$ cat config.mk
export PLATFORM = sky130hd
export DESIGN_NAME = mux_sel_arbiter
export DESIGN_NICKNAME = d
export VERILOG_FILES = /design/src/rtl/mux_sel_arbiter.sv
export SDC_FILE = /design/constraint.sdc
export NUM_CORES = 1
export LEC_CHECK = 0
export CAP_MARGIN = 10
export CORE_AREA = 2 2 51 53
export DETAILED_ROUTE_END_ITERATION = 6
export DIE_AREA = 0 0 53 55
export HOLD_SLACK_MARGIN = 0.1
export PLACE_DENSITY = 0.72
export RECOVER_POWER = 100
export SKIP_CTS_REPAIR_TIMING = 1
export SLEW_MARGIN = 30
export SYNTH_ARGS = -nofsm -noshare
export SYNTH_HDL_FRONTEND = slang
export SYNTH_SLANG_ARGS = --single-unit
$ cat constraint.sdc
create_clock -name clk -period 2.75 [get_ports clk]
set_clock_uncertainty 0.05 [all_clocks]
set_input_delay 0.55 -clock clk [delete_from_list [all_inputs] [get_ports clk]]
set_output_delay 0.55 -clock clk [all_outputs]
set_load 0.005 [all_outputs]
$ cat src/rtl/mux_sel_arbiter.sv
// Round-robin arbiter that drives the select of a downstream N:1 mux.
// One grant at a time, released by done, request withdrawal or hold timeout.
module mux_sel_arbiter #(
  parameter int num_req   = 4,
  parameter int sel_width = 2,
  parameter int max_hold  = 15,
  parameter int cnt_width = 4
) (
  input  logic                 clk,
  input  logic                 rst,
  input  logic [num_req-1:0]   req,
  input  logic                 done,
  output logic [sel_width-1:0] sel,
  output logic [num_req-1:0]   grant,
  output logic                 valid
);

  typedef enum logic {
    ST_IDLE  = 1'b0,
    ST_GRANT = 1'b1
  } state_t;

  localparam logic [sel_width-1:0] LAST_IDX  = sel_width'(num_req - 1);
  localparam logic [sel_width:0]   NUM_REQ_W = (sel_width + 1)'(num_req);
  localparam logic [cnt_width-1:0] HCNT_MAX  = '1;
  localparam bit                   HOLD_EN   = (max_hold != 0);
  localparam logic [cnt_width-1:0] HOLD_LAST = HOLD_EN ? cnt_width'(max_hold - 1) : '0;
  localparam logic [num_req-1:0]   ONE_HOT_0 = num_req'(1);

  state_t               r_state;
  logic [sel_width-1:0] r_ptr;
  logic [cnt_width-1:0] r_hcnt;
  logic [sel_width-1:0] r_sel;
  logic [num_req-1:0]   r_grant;
  logic                 r_valid;

  state_t               w_state_nxt;
  logic [sel_width-1:0] w_ptr_nxt;
  logic [cnt_width-1:0] w_hcnt_nxt;
  logic [sel_width-1:0] w_sel_nxt;
  logic [num_req-1:0]   w_grant_nxt;
  logic                 w_valid_nxt;

  logic [2*num_req-1:0] w_req_dbl;
  logic [num_req-1:0]   w_req_rot;
  logic                 w_found;
  logic [sel_width-1:0] w_offset;
  logic [sel_width:0]   w_sum;
  logic [sel_width-1:0] w_winner;
  logic                 w_hold_expired;
  logic                 w_release;
  logic [sel_width-1:0] w_sel_succ;

  // Rotate requests so bit 0 is the source at ptr; the first set bit is then
  // the winner's distance from ptr.
  always_comb begin
    // NOTE: every signal driven here gets a default first, so no path leaves
    // it unassigned and no latch is inferred.
    w_req_dbl = {req, req} >> r_ptr;
    w_req_rot = w_req_dbl[num_req-1:0];
    w_found   = 1'b0;
    w_offset  = '0;
    for (int i = 0; i < num_req; i++) begin
      if (!w_found && w_req_rot[i]) begin
        w_found  = 1'b1;
        w_offset = sel_width'(i);
      end
    end
    w_sum = {1'b0, r_ptr} + {1'b0, w_offset};
    if (w_sum >= NUM_REQ_W) begin
      w_sum = w_sum - NUM_REQ_W;
    end
    w_winner = w_sum[sel_width-1:0];
  end

  assign w_hold_expired = HOLD_EN && (r_hcnt == HOLD_LAST);
  assign w_release      = done || !req[r_sel] || w_hold_expired;
  assign w_sel_succ     = (r_sel == LAST_IDX) ? '0 : r_sel + 1'b1;

  always_comb begin
    w_state_nxt = r_state;
    w_ptr_nxt   = r_ptr;
    w_hcnt_nxt  = r_hcnt;
    w_sel_nxt   = r_sel;
    w_grant_nxt = r_grant;
    w_valid_nxt = r_valid;

    unique case (r_state)
      ST_IDLE: begin
        // done is ignored here; only a pending request moves the FSM.
        w_grant_nxt = '0;
        w_valid_nxt = 1'b0;
        if (w_found) begin
          w_sel_nxt   = w_winner;
          w_grant_nxt = ONE_HOT_0 << w_winner;
          w_valid_nxt = 1'b1;
          w_hcnt_nxt  = '0;
          w_state_nxt = ST_GRANT;
        end
      end
      ST_GRANT: begin
        if (w_release) begin
          // Any mix of release causes yields one release and one ptr step.
          w_grant_nxt = '0;
          w_valid_nxt = 1'b0;
          w_ptr_nxt   = w_sel_succ;
          w_hcnt_nxt  = '0;
          w_state_nxt = ST_IDLE;
        end else if (r_hcnt != HCNT_MAX) begin
          w_hcnt_nxt = r_hcnt + 1'b1;
        end
      end
      default: begin
        w_state_nxt = ST_IDLE;
        w_grant_nxt = '0;
        w_valid_nxt = 1'b0;
      end
    endcase
  end

  always_ff @(posedge clk or posedge rst) begin
    // NOTE: state registers use non-blocking assignments so every flop
    // samples the pre-edge values, matching the hardware.
    if (rst) begin
      r_state <= ST_IDLE;
      r_ptr   <= '0;
      r_hcnt  <= '0;
      r_sel   <= '0;
      r_grant <= '0;
      r_valid <= 1'b0;
    end else begin
      r_state <= w_state_nxt;
      r_ptr   <= w_ptr_nxt;
      r_hcnt  <= w_hcnt_nxt;
      r_sel   <= w_sel_nxt;
      r_grant <= w_grant_nxt;
      r_valid <= w_valid_nxt;
    end
  end

  assign sel   = r_sel;
  assign grant = r_grant;
  assign valid = r_valid;

endmodule

Word-level counts from Yosys, hierarchy flattened

Index checks and enable logic that the tools add are counted.

Input port bits: 7
Output and inout port bits: 7
Logic and storage cells: 56
Bits in registers: 14

Shift operators: 2
Equality and inequality tests: 6
Bitwise logic cells: 1
Add/subtract/negate cells: 4
Reductions and logical operators: 12
Magnitude comparators: 2
Multiplexer cells: 23

Operators with widths:

| operator                                                 | count |
|---|---|
| two-way mux 4 bit                                        | 5 |
| case mux 4 bit (2 select lines)                          | 2 |
| two-way mux 1 bit                                        | 9 |
| two-way mux 2 bit                                        | 4 |
| right shift 8 x 2 -> 4 bit                               | 1 |
| AND reduction 2 bit                                      | 3 |
| adder 4 x 1 -> 4 bit, second input constant              | 1 |
| == test 4 bit, second input constant                     | 1 |
| zero test 1 bit                                          | 4 |
| inequality test 4 bit, second input constant             | 1 |
| case mux 1 bit (2 select lines)                          | 2 |
| << shifter 1 x 2 -> 4 bit, first input constant          | 1 |
| adder 2 x 2 -> 3 bit                                     | 1 |
| greater-or-equal comparator 3 bit, second input constant | 1 |
| logical AND 1 bit                                        | 3 |
| < comparator 2 x 3 -> 1 bit, second input constant       | 1 |
| inequality test 3 x 1 -> 1 bit, second input constant    | 1 |
| adder 2 x 1 -> 2 bit, second input constant              | 1 |
| binary-select mux 1 bit (select 2 bit)                   | 1 |
| == test 2 bit, second input constant                     | 1 |
| logical OR 1 bit                                         | 2 |
| inequality test 2 x 1 -> 1 bit, second input constant    | 1 |
| inequality test 2 bit, second input constant             | 1 |
| subtractor 2 x 1 -> 2 bit, second input constant         | 1 |
| inverter 1 bit                                           | 1 |

Longest topological paths before layout

Word-level depth: 17
Mapped depth: 11

Worst setup path after synthesis

Ideal clock, no wire load.

Kind: input to register
Start: input port req[2]
End: register r_grant[3] (netlist: grant[3])
Setup time: 0.126 ns
Stages: 11
Arrival: 2.090 ns
Required time: 2.574 ns
Setup slack: 0.484 ns
Buffers on the path: 1
Path through: buf_6 > nand2_1 > a21oi_1 > nor2_1 > a211oi_1 > a21oi_1 > ha_1 > xor2_1 > and3_1 > and3_1 > a221o_1

Word-level cells in the longest chain between the ends: 17
Elaborated cells on any way between the ends: 27

RTL lines:

| item                                                                           | line   | text |
|---|---|---|
| start, declared                                                                | 11     | `input logic [num_req-1:0] req,` |
| right shift 8 x 2 -> 4 bit                                                     | 59     | `w_req_dbl = {req, req} >> r_ptr;` |
| two-way mux 1 bit                                                              | 64     | `if (!w_found && w_req_rot[i]) begin` |
| zero test 1 bit                                                                | 64     |  |
| logical AND 1 bit                                                              | 64     |  |
| two-way mux 1 bit                                                              | 64     |  |
| zero test 1 bit                                                                | 64     |  |
| logical AND 1 bit                                                              | 64     |  |
| two-way mux 1 bit                                                              | 64     |  |
| zero test 1 bit                                                                | 64     |  |
| logical AND 1 bit                                                              | 64     |  |
| two-way mux 2 bit                                                              | 64     |  |
| adder 2 x 2 -> 3 bit                                                           | 69     | `w_sum = {1'b0, r_ptr} + {1'b0, w_offset};` |
| greater-or-equal comparator 3 bit or subtractor 2 x 1 -> 2 bit (tied branches) | 70, 71 |  |
| two-way mux 2 bit                                                              | 70     | `if (w_sum >= NUM_REQ_W) begin` |
| << shifter 1 x 2 -> 4 bit                                                      | 95     | `w_grant_nxt = ONE_HOT_0 << w_winner;` |
| two-way mux 4 bit                                                              | 93     | `if (w_found) begin` |
| case mux 4 bit (2 select lines)                                                | 88     | `unique case (r_state)` |
| end signal, assigned                                                           | 136    | `r_grant <= w_grant_nxt;` |
| end, declared                                                                  | 34     | `logic [num_req-1:0] r_grant;` |

Parallel ways exist; a longest one is shown, timed or not. The select of a mux whose other input is x is not followed.
A chain may end at the register's enable or synchronous reset.

Final worst setup path

Same ends and word-level chain as after synthesis.

==> results.yml <==
finish:
  n_antenna_cell: 0
  nNetsFinal: 136
  final_cell_count_no_fill: 154
  drive_gt1_frac: 0.113
  syn2layout_area_growth_pct: 22.9
  mostFrequentLayoutCell: "nand2_1"
  final_cell_mix: "nand2_1 (16), dfrtp_1 (14), a21oi_1 (9), o21ai_0 (9), dlygate4sd3_1 (9)"
  fillers: 233
power_and_ir_drop:
  finalPower_mw: 1.04
  power_density_nw_per_um2: 921
  p_leak_nw: 0.507
  peakVddDrop_uv: 435
hold_path:
  hold_start: "valid"
  min_path_type: "flop to flop"
  min_path_cells: 2
  holdPathEnd: "valid"
setup_path:
  worstPathArrival_ps: 2700
  crit_type: "input port to flop"
  timing.rr.start: "r_ptr[1]"
  reg2reg_depth: 10
  crit_fanout: 3
  r2r_setup_slack_ps: 450
  cp-start-kind: "input port"
  crit_path_end_kind: "flop"
  r2r_end: "grant[3]"
  critPathRequiredTime_ps: 2870
global_route:
  grt_first_pass_wirelength_um: 3400
  grt_usage: 0.159
  antenna_found_initial: 0
  grt_max_degree: 15
  grt_overflow: 0
  grt_pass1_vias: 827
timing:
  worst_slew_pin_slew_ps: 530
  finalHoldViolCount: 0
  setup_viol: 0
  min_period_over_period: 0.940
  rsz0062_at_grt: "false"
  max_slew_margin: 0.646
  min_period_ps: 2580
  slew_viol_final: 0
  max_freq_mhz: 387
floorplanning:
  die_x_um: 53
  ios: 14
  dieArea_um2: 2920
  die_y_um: 55
  fp-row-count: 18
  coreArea_um2: 2360
  start_util: 0.388
place:
  io_buffers: 13
  dp.final_hpwl_um: 1540
  dpl.cell_count: 150
  gp_congestion: 0.741
synth:
  syn_avg_cell_area_um2: 8.90
  ys_ff_latch: 14
  mappedNetlistArea_um2: 917
  async_flop_share: 1.00
  synth_cell_types: 36
  synth-edff-count: 0
  syn-instance-count: 103
  ys.warnings.count: 0
  ys_seq_area_frac: 0.382
  synth_ff_type: "dfrtp_1"
  synth.net_count: 114
route:
  ant_nets: 0
  vias: 841
  routed_via_density: 5.46
  wl_per_cell_um: 12.8
  drt_iter0_drc: 12
  drc: 0
  wirelength_um: 1980
  drt-pass1-iter-count: 4
cts:
  cts-buffers-inserted: 3
  cts_root_buf: "clkbuf_4"
  clockBufferDepth: 2
  clk_pin_slew_ps: 80
  cts_sinks: 14
  h-tree-depth: 1
  clock_latency_ps: 270
  cts_tree: "yes"
run:
  drv_cap: 0
run_status:
  outcome: "complete, no violations"
==> synth_stat cells (2+ instances only) <==
cell,instances,share of area
o31ai_1,2,0.016
nand2_1,16,0.065
o21ai_0,8,0.044
a221o_1,2,0.022
ha_1,4,0.055
nor2_1,7,0.029
dfrtp_1,14,0.38
inv_1,5,0.020
and3_1,4,0.027
buf_6,2,0.025
o211ai_1,3,0.025
a21oi_1,8,0.044
nor2b_1,2,0.014
nor3_1,4,0.022
==> routing by layer <==
layer	vias up	global-route usage	wire [um]
li1	421	-	-
met1	404	0.196	942
met2	14	0.277	948
met3	2	0.0188	63
met4	0	0.0769	23
met5	-	0	0
==> stage by stage <==
| stage | setup slack (ps) | utilization | cell area, um2 | setup TNS (ps) | hold WS (ps) |
|---|---|---|---|---|---|
| 6_report | 166 | 0.477 | 1130 | 0 | 431 |
| 5_1_grt | 76.1 | 0.477 | 1130 | 0 | 468 |
| 4_1_cts | 246 | 0.484 | 1140 | 0 | 442 |
| 3_5_place_dp | -41.5 | 0.468 | 1110 | -89.2 | 422 |
| 3_3_place_gp | 14.0 | 0.468 | 1110 | 0 | 411 |
| 2_1_floorplan | 484 | - | 917 | 0 | 389 |
==> layout make-up <==
type | count | area (um2) | area share
Multi-Input combinational cell | 81 | 505 | 0.448
Clock buffer | 4 | 36.3 | 0.0322
Sequential cell | 14 | 350 | 0.311
Inverter | 5 | 18.8 | 0.0166
Tap cell | 30 | 37.5 | 0.0333
Timing Repair Buffer | 20 | 179 | 0.159
==> sequential cells by signal, summed over array words and instances (netlist names) <==
register  cells
r_hcnt        4
sel           2
r_state       1
grant         4
r_ptr         2
valid         1
==> critical path, cell delays in order <==
cell	delay (ps)
dlygate4sd3_1	560
nand2_1	60
a21oi_1	150
nor2_1	50
a211oi_1	230
a21oi_1	70
ha_1	220
xor2_1	160
and3_1	210
and3_1	180
a221o_1	250
==> power by group <==
part	internal, mW	switching (mW)	leakage [nW]
clock	0.0805	0.0655	0.0210
sequential	0.275	0.0777	0.181
combinational	0.271	0.269	0.305
==> how the worst max path moves through the flow <==
stage	startpoint	to	slack (ps)	depth (start not counted)
floorplan	req[2]	grant[3]	480	11
global placement	req[2]	grant[3]	10	11
detailed placement	req[2]	grant[3]	-40	11
CTS	req[2]	grant[3]	250	11
global route	req[2]	grant[3]	80	11
finish	req[2]	grant[3]	170	11
==> cell families after synthesis <==
kind of cell | share of synthesized area
AOI/OAI and AO/OA | 0.236
xor gates and xnor gates | 0.0191
and+or+nand+nor | 0.218
adders and majority gates | 0.0546
buffers and inverters | 0.0532
DFF | 0.382
muxes | 0.0368
Note: power is estimated with default switching activity, not from simulation.
